[config.mk]
export PLATFORM = sky130hd
export DESIGN_NAME = mem_port_arbiter
export DESIGN_NICKNAME = d
export VERILOG_FILES = /design/src/rtl/mem_port_arbiter.sv
export SDC_FILE = /design/constraint.sdc
export NUM_CORES = 1
export LEC_CHECK = 0
export BUFFER_PORTS_ARGS = -buffer_cell sky130_fd_sc_hd__buf_2
export CAP_MARGIN = 15
export CORE_MARGIN = 5
export CORE_UTILIZATION = 30
export CTS_CLUSTER_SIZE = 24
export DETAILED_ROUTE_END_ITERATION = 8
export PLACE_DENSITY_LB_ADDON = 0.08
export SYNTH_ARGS = -nofsm -noshare
export SYNTH_HDL_FRONTEND = slang
export SYNTH_SLANG_ARGS = --single-unit
export TNS_END_PERCENT = 1
[constraint.sdc]
create_clock -name clk -period 7.8 [get_ports clk]
set_clock_uncertainty 0.2 [all_clocks]
set_input_delay 1.56 -clock clk [delete_from_list [all_inputs] [get_ports clk]]
set_output_delay 1.56 -clock clk [all_outputs]
set_load 0.05 [all_outputs]
[src/rtl/mem_port_arbiter.sv]
// mem_port_arbiter: shares one external memory bus between the fetch stage
// and the memory stage. One access at a time, registered bus outputs,
// alternating priority under contention, fetch discard on flush and a
// bounded wait on every bus access.
//
// Timeout behaviour: the counter holds the number of BUSY cycles already
// spent without bus_ack. The access is forced to complete in the BUSY cycle
// where that count would reach TIMEOUT, so bus_req is high for at most
// TIMEOUT cycles without an ack. A real bus_ack in that same cycle wins and
// completes normally with its data.
module mem_port_arbiter #(
    parameter int unsigned TIMEOUT = 255
) (
    input  logic        clk,
    input  logic        rst,
    input  logic        if_req_i,
    input  logic [31:0] if_addr_i,
    output logic        if_ack_o,
    output logic [31:0] if_rdata_o,
    input  logic        dm_req_i,
    input  logic [31:0] dm_addr_i,
    input  logic [3:0]  dm_wstrb_i,
    input  logic [31:0] dm_wdata_i,
    output logic        dm_ack_o,
    output logic [31:0] dm_rdata_o,
    input  logic        flush_i,
    output logic        bus_req_o,
    output logic [31:0] bus_addr_o,
    output logic [3:0]  bus_wstrb_o,
    output logic [31:0] bus_wdata_o,
    input  logic [31:0] bus_rdata_i,
    input  logic        bus_ack_i,
    output logic        stall_if_o,
    output logic        stall_mem_o,
    output logic        timeout_o
);

    localparam int unsigned     CW       = $clog2(TIMEOUT + 1);
    localparam logic [CW-1:0]   CNT_LAST = CW'(TIMEOUT - 1);

    typedef enum logic [1:0] {
        IDLE    = 2'd0,
        IF_BUSY = 2'd1,
        DM_BUSY = 2'd2
    } state_t;

    state_t        state_q, state_d;
    logic          last_gnt_q, last_gnt_d;   // 0 = fetch, 1 = data
    logic [CW-1:0] cnt_q, cnt_d;
    logic          drop_q, drop_d;
    logic          bus_req_q, bus_req_d;
    logic [31:0]   bus_addr_q, bus_addr_d;
    logic [3:0]    bus_wstrb_q, bus_wstrb_d;
    logic [31:0]   bus_wdata_q, bus_wdata_d;

    logic fetch_ok;
    logic gnt_dm;
    logic gnt_if;
    logic busy;
    logic tmo_hit;
    logic done;
    logic fetch_dropped;

    // Grant selection in IDLE and completion detection in BUSY.
    always_comb begin
        // NOTE: every signal gets a default before any branch so no latch is inferred.
        fetch_ok = if_req_i & ~flush_i;
        gnt_dm   = 1'b0;
        gnt_if   = 1'b0;
        if (state_q == IDLE) begin
            if (dm_req_i && (!fetch_ok || !last_gnt_q)) begin
                gnt_dm = 1'b1;
            end else if (fetch_ok) begin
                gnt_if = 1'b1;
            end
        end
        busy          = (state_q != IDLE);
        tmo_hit       = busy && !bus_ack_i && (cnt_q == CNT_LAST);
        done          = busy && (bus_ack_i || tmo_hit);
        // A flush coinciding with completion also discards the fetch.
        fetch_dropped = drop_q | flush_i;
    end

    // State register and bus registers, synchronous active-high reset.
    always_ff @(posedge clk) begin
        // NOTE: sequential state uses non-blocking assignments so every register samples pre-edge values.
        if (rst) begin
            state_q     <= IDLE;
            last_gnt_q  <= 1'b0;
            cnt_q       <= '0;
            drop_q      <= 1'b0;
            bus_req_q   <= 1'b0;
            bus_addr_q  <= '0;
            bus_wstrb_q <= '0;
            bus_wdata_q <= '0;
        end else begin
            state_q     <= state_d;
            last_gnt_q  <= last_gnt_d;
            cnt_q       <= cnt_d;
            drop_q      <= drop_d;
            bus_req_q   <= bus_req_d;
            bus_addr_q  <= bus_addr_d;
            bus_wstrb_q <= bus_wstrb_d;
            bus_wdata_q <= bus_wdata_d;
        end
    end

    // Next-state and next bus-register values.
    always_comb begin
        state_d     = state_q;
        last_gnt_d  = last_gnt_q;
        cnt_d       = cnt_q;
        drop_d      = drop_q;
        bus_req_d   = bus_req_q;
        bus_addr_d  = bus_addr_q;
        bus_wstrb_d = bus_wstrb_q;
        bus_wdata_d = bus_wdata_q;
        case (state_q)
            IDLE: begin
                if (gnt_dm) begin
                    state_d     = DM_BUSY;
                    last_gnt_d  = 1'b1;
                    cnt_d       = '0;
                    drop_d      = 1'b0;
                    bus_req_d   = 1'b1;
                    bus_addr_d  = dm_addr_i;
                    bus_wstrb_d = dm_wstrb_i;
                    bus_wdata_d = dm_wdata_i;
                end else if (gnt_if) begin
                    state_d     = IF_BUSY;
                    last_gnt_d  = 1'b0;
                    cnt_d       = '0;
                    drop_d      = 1'b0;
                    bus_req_d   = 1'b1;
                    bus_addr_d  = if_addr_i;
                    bus_wstrb_d = '0;
                    bus_wdata_d = '0;
                end
            end
            IF_BUSY, DM_BUSY: begin
                if (done) begin
                    state_d   = IDLE;
                    bus_req_d = 1'b0;
                    cnt_d     = '0;
                    drop_d    = 1'b0;
                end else begin
                    cnt_d = cnt_q + CW'(1);
                    if (state_q == IF_BUSY && flush_i) begin
                        drop_d = 1'b1;
                    end
                end
            end
            default: state_d = IDLE;
        endcase
    end

    // Route completion to the owning stage; data is zero unless acked.
    always_comb begin
        if_ack_o   = 1'b0;
        if_rdata_o = '0;
        dm_ack_o   = 1'b0;
        dm_rdata_o = '0;
        timeout_o  = tmo_hit;
        if (done && state_q == IF_BUSY && !fetch_dropped) begin
            if_ack_o   = 1'b1;
            if_rdata_o = bus_ack_i ? bus_rdata_i : '0;
        end
        if (done && state_q == DM_BUSY) begin
            dm_ack_o   = 1'b1;
            dm_rdata_o = bus_ack_i ? bus_rdata_i : '0;
        end
    end

    assign bus_req_o   = bus_req_q;
    assign bus_addr_o  = bus_addr_q;
    assign bus_wstrb_o = bus_wstrb_q;
    assign bus_wdata_o = bus_wdata_q;
    assign stall_if_o  = if_req_i & ~if_ack_o;
    assign stall_mem_o = dm_req_i & ~dm_ack_o;

endmodule

== After elaboration in Yosys (flattened, before gate mapping) ==
Cells that the tools add are included.

* Output and inout port bits: 138
* Register bits: 81

* Bitwise logic cells: 7
* $add $sub $neg: 1
* Muxes and demuxes: 34
* Equal/unequal tests: 6
* Reduce and logical (&&, ||, !) cells: 24

{| class="wikitable"
|+ Operators with widths
! kind !! number
|-
| two-way mux 32 bit || 7
|-
| two-way mux 8 bit || 3
|-
| case mux 8 bit (2 select lines) || 1
|-
| two-way mux 1 bit || 15
|-
| adder 8 x 1 -> 8 bit (second input constant) || 1
|-
| equality test 8 bit (second input constant) || 1
|-
| logical AND 1 bit || 8
|-
| two-way mux 4 bit || 2
|-
| two-way mux 2 bit || 3
|-
| != test 3 bit (second input constant) || 2
|-
| AND reduction 2 bit || 3
|-
| AND reduction 3 bit || 2
|-
| nonzero test 2 bit || 3
|-
| zero test 1 bit || 4
|-
| case mux 1 bit (2 select lines) || 2
|-
| case mux 2 bit (2 select lines) || 1
|-
| bitwise AND 1 bit || 3
|-
| inverter 1 bit || 3
|-
| equality test 2 x 1 -> 1 bit (second input constant) || 1
|-
| equality test 2 bit (second input constant) || 1
|-
| zero test 2 bit || 1
|-
| logical OR 1 bit || 2
|-
| != test 2 bit (second input constant) || 1
|-
| OR reduction 2 bit || 1
|-
| bitwise OR 1 bit || 1
|}

== Longest topological paths before layout ==
* Depth in word-level cells: 10
* Gate-level depth with buffers: 9

== Worst setup path before layout ==
OpenSTA, ideal clock, no wires.

* Kind: input to output
* Start: input port bus_ack_i
* End: output port if_rdata_o[10]
* Data arrival time: 3.525 ns
* Required time: 6.040 ns
* Buffers on the path: 3
* Cell stages on the path: 7
* Slack: 2.515 ns
* Path through: clkbuf_1 and4bb_2 a31oi_1 or4b_1 buf_2 buf_6 nor2_1

* Cells in the longest elaborated chain, start to end: 8
* Elaborated cells between the ends (all ways): 9
* Classes of those cells: mux (2); reduce/logical (7)

{| class="wikitable"
|+ RTL lines
! what !! line !! text
|-
| from (decl) || 32 || <nowiki>input logic bus_ack_i,</nowiki>
|-
| zero test 1 bit || 78 || <nowiki>tmo_hit = busy && !bus_ack_i && (cnt_q == CNT_LAST);</nowiki>
|-
| logical AND 1 bit (2 in series) || 78 ||
|-
| logical OR 1 bit || 79 || <nowiki>done = busy && (bus_ack_i || tmo_hit);</nowiki>
|-
| logical AND 1 bit || 79 ||
|-
| logical AND 1 bit (2 in series) || 164 || <nowiki>if (done && state_q == IF_BUSY && !fetch_dropped) begin</nowiki>
|-
| two-way mux 32 bit (*) || 164 ||
|-
| to (decl) || 19 || <nowiki>output logic [31:0] if_rdata_o,</nowiki>
|}

Every way passes the cells marked *; elsewhere a longest branch is shown, timed or not.

== Worst setup path after layout ==
* Start: input port bus_ack_i
* End: output port if_rdata_o[27]

The elaborated chain is that of the path after synthesis.

==> results.md <==
* H-tree Lvls at 3
* Vias in the first global route at 4,091
* Synthesized instance count at 466
* Clk slew on worst S/H paths at 0.06 ns
* Synth top area cells: dfxtp_1 (45%), nor2_1 (12%), a22oi_1 (7.7%), o22ai_1 (5.6%), nand3_1 (5.0%)
* P_leak at approximately 2.7 nW
* Total Nets Final at 856
* Synth top area share at between 40% and 50%
* Buffers on Ports at 275
* DP Worst Slack at 1.97 ns
* Post-CTS Hold Buffers at 0
* Worst min-delay path class: flip-flop to flip-flop
* Slew at the pin closest to its max-slew limit at 1.16 ns
* R2r setup slk at 5.10 ns
* Hold Path Origin: bus_addr_o[2]$_SDFFE_PP0P_
* RSZ-0062 raised after global routing: false
* Die width at 119 um
* Detailed placement HPWL at between 10 and 15 mm
* Vias at 4,243
* Worst R2R Start: state_q[1]$_SDFFE_PP0P_
* Pint at 0.882 mW
* Sequential cell area fraction in the yosys report at 45.2%
* Flop pwr share at 34.3%
* Number of flops mapped to enable cells by yosys at 0
* Count of unique library cells instantiated by Yosys at 32
* Dpl cell area at 5020 um2
* Placer congestion estimate at 0.849
* Initial Util at 30.2%
* Endpoints failing setup at 0
* Floorplan die height at about 120 um
* Clock Tree Root: clkbuf_16
* Clk_lat worst skew at 0.33 ns
* Synth cell count leaders: nor2_1 (110), dfxtp_1 (81), a22oi_1 (37), clkbuf_1 (37)
* Initial antenna violation count at 0
* Finished Cell Area at 5310 um2
* Hold Path Depth at 2
* Yosys warns at 0
* Share of cells above drive strength 1 at 41.4%
* Synth Register Bits at 81
* CP startpoint kind: primary input
* TritonCTS Sinks at 81
* Wire length per cell at 15.8 um
* Count leader, synth: nor2_1
* Clock tree buffer depth at 2
* Final-report hold violation count at 0
* First-pass GRT wire length at 20.9 mm
* DRC viols at 0
* FF/Latch Area at between 1500 and 2000 um2
* Worst Path Max Fanout at 34
* Floorplan core area at approximately 12,000 um2
* Final ANT Viol Nets at 0
* TritonCTS clock tree: yes
* Area Growth Syn to Fin at 47.9%
* Post-Syn Nets at 609
* R2R cell count at 7
* Comb pwr share at 38.5%
* Final Max Tran Viols at 0
* Fin Setup TNS at 0 ns
* Dominant synthesized flop cell: dfxtp_1
* Net Sw Frac at between 40% and 50%
* Clk pwr share at 27.2%
* Worst path required time at around 6.0 ns
* Fin worst setup slack at 1.94 ns
* Crit path DAT at 4.10 ns
* Antenna Diode Count at 0
* Ys async rst share at 0%
* Number of CTS-inserted buffers at 9
* Mapped Avg Cell Area at between 7 and 8 um2
* Status: complete, no violations
* FILL cells at 1,207
* Fin crit share at between 70% and 80%
* Total Power at 1.52 mW
* Critical Path End Type: primary output
* Fmax at between 150 and 200 MHz
* P_sw at 0.633 mW
* Max_slew headroom at 23.0%
* Via density at approximately 4.9
* GRT Util Overall at 18.1%
* CP Class: primary input to primary output
* Pwr Density at about 290 nW/um2
* WHS Endpoint: bus_addr_o[2]$_SDFFE_PP0P_
* Yosys top cell by area: dfxtp_1
* Maximum VDD drop at between 0.0001 and 0.00015 V
* Reg2reg end: bus_addr_o[4]$_SDFFE_PP0P_
* Row cnt at 40
* Tmin final at 5.86 ns
* IO Count at 276
* Post_cts resized at 0
* Routed wire length at 13.6 mm
* Grt ovf at 0
* Detailed Route Iter0 Violations at 243
* Area of the multi-input gates at between 1500 and 2000 um2
* Max-Cap Viols at 0
* Post-CTS setup buffer count at 0
* Die area at 14,200 um2
* Largest net degree at the start of global routing at between 70 and 80
* Post-Syn Area at 3590 um2
* First-pass detailed-route iteration total at 5
cells by family (layout without fill, tap and decap cells):
| kind of cell | count (synthesis) | in the layout | synth area share, % |
|---|---|---|---|
| buffers and inverters | 53 | 305 | 6.28 |
| flip-flops | 81 | 81 | 45.2 |
| AO/OA/AOI/OAI | 126 | 126 | 22.4 |
| adder cells (fa/ha/maj) | 5 | 5 | 1.74 |
| AND/OR/NAND/NOR | 196 | 196 | 23.2 |
| XOR/XNOR | 5 | 5 | 1.22 |
registers in the layout, indices dropped and copies added, names as in the netlist:
| name | count |
|---|---|
| state_q | 2 |
| bus_addr_o | 32 |
| bus_req_o | 1 |
| cnt_q | 8 |
| bus_wstrb_o | 4 |
| bus_wdata_o | 32 |
| last_gnt_q | 1 |
| drop_q | 1 |
worst max-delay path, stage by stage:
cell and delay (ns):
buf_2 0.45, nor2b_1 0.30, a31oi_1 0.12, or4b_1 0.98, nor2_1 0.36, buf_2 0.32
layout by cell type (no fill, tap or decap), types with 2 or more instances in the layout:
cell type  Yosys  final
o22ai_1       32     32
o21ai_0       33     33
clkbuf_16      0      9
nor2b_1        4      4
a21o_1         2      2
a21oi_1        8      7
and2_1         2      2
a31oi_1        2      2
nand2_1       36     36
dfxtp_1       81     81
buf_4          0      4
xnor2_1        5      5
a211oi_1       4      4
nand2b_1       3      3
buf_2          3    275
a32o_1         2      2
nor2_1       110    110
clkinv_2       0      2
inv_1          9      9
nand3_1       36     36
ha_1           5      5
clkbuf_1      37      2
a22oi_1       37     37
through the flow:
step           instances  hold slack (ns)  util [%]
3_5_place_dp         849            0.254      42.3
3_3_place_gp         849            0.250      42.3
2_1_floorplan        466            0.229         -
4_1_cts              865            0.268      44.7
6_report             865            0.265      44.7
5_1_grt              865            0.281      44.7
worst max path at each step:
| stage | slack [ns] | end | startpoint | cells after the start |
|---|---|---|---|---|
| after floorplan | 2.52 | if_rdata_o[10] | bus_ack_i | 7 |
| after global placement | 2.05 | if_rdata_o[25] | bus_ack_i | 6 |
| after detailed placement | 1.97 | if_rdata_o[28] | bus_ack_i | 6 |
| after CTS | 1.96 | if_rdata_o[28] | bus_ack_i | 6 |
| after global routing | 1.76 | if_rdata_o[28] | bus_ack_i | 6 |
| final | 1.94 | if_rdata_o[27] | bus_ack_i | 6 |
power groups by stage:
| stage | combinational [mW] | clock (mW) | sequential [mW] |
|---|---|---|---|
| after detailed placement | 0.589 | 0 | 0.527 |
| after global routing | 0.627 | 0.441 | 0.528 |
| final | 0.584 | 0.412 | 0.520 |
| after CTS | 0.589 | 0.425 | 0.520 |
| after global placement | 0.583 | 0 | 0.526 |
| after floorplan | 0.228 | 0 | 0.723 |
area by class of cell:
class,instances,area share (%)
Timing Repair Buffer,279,26.5
Tap cell,147,3.47
Clock buffer,11,4.39
Sequential cell,81,30.6
Clock inverter,5,1.06
Inverter,10,0.708
Multi-Input combinational cell,332,33.3
routing by layer:
| metal | routed length, um | track usage, % | share of wire [%] | vias up |
|---|---|---|---|---|
| met5 | 0 | 0 | 0 | - |
| met4 | 177 | 4.87 | 1.3 | 0 |
| met3 | 1190 | 6.03 | 8.7 | 15 |
| met2 | 7110 | 33.7 | 52 | 176 |
| met1 | 5160 | 19.4 | 38 | 1931 |
| li1 | - | - | - | 2121 |
(Power assumes the default switching activity.)
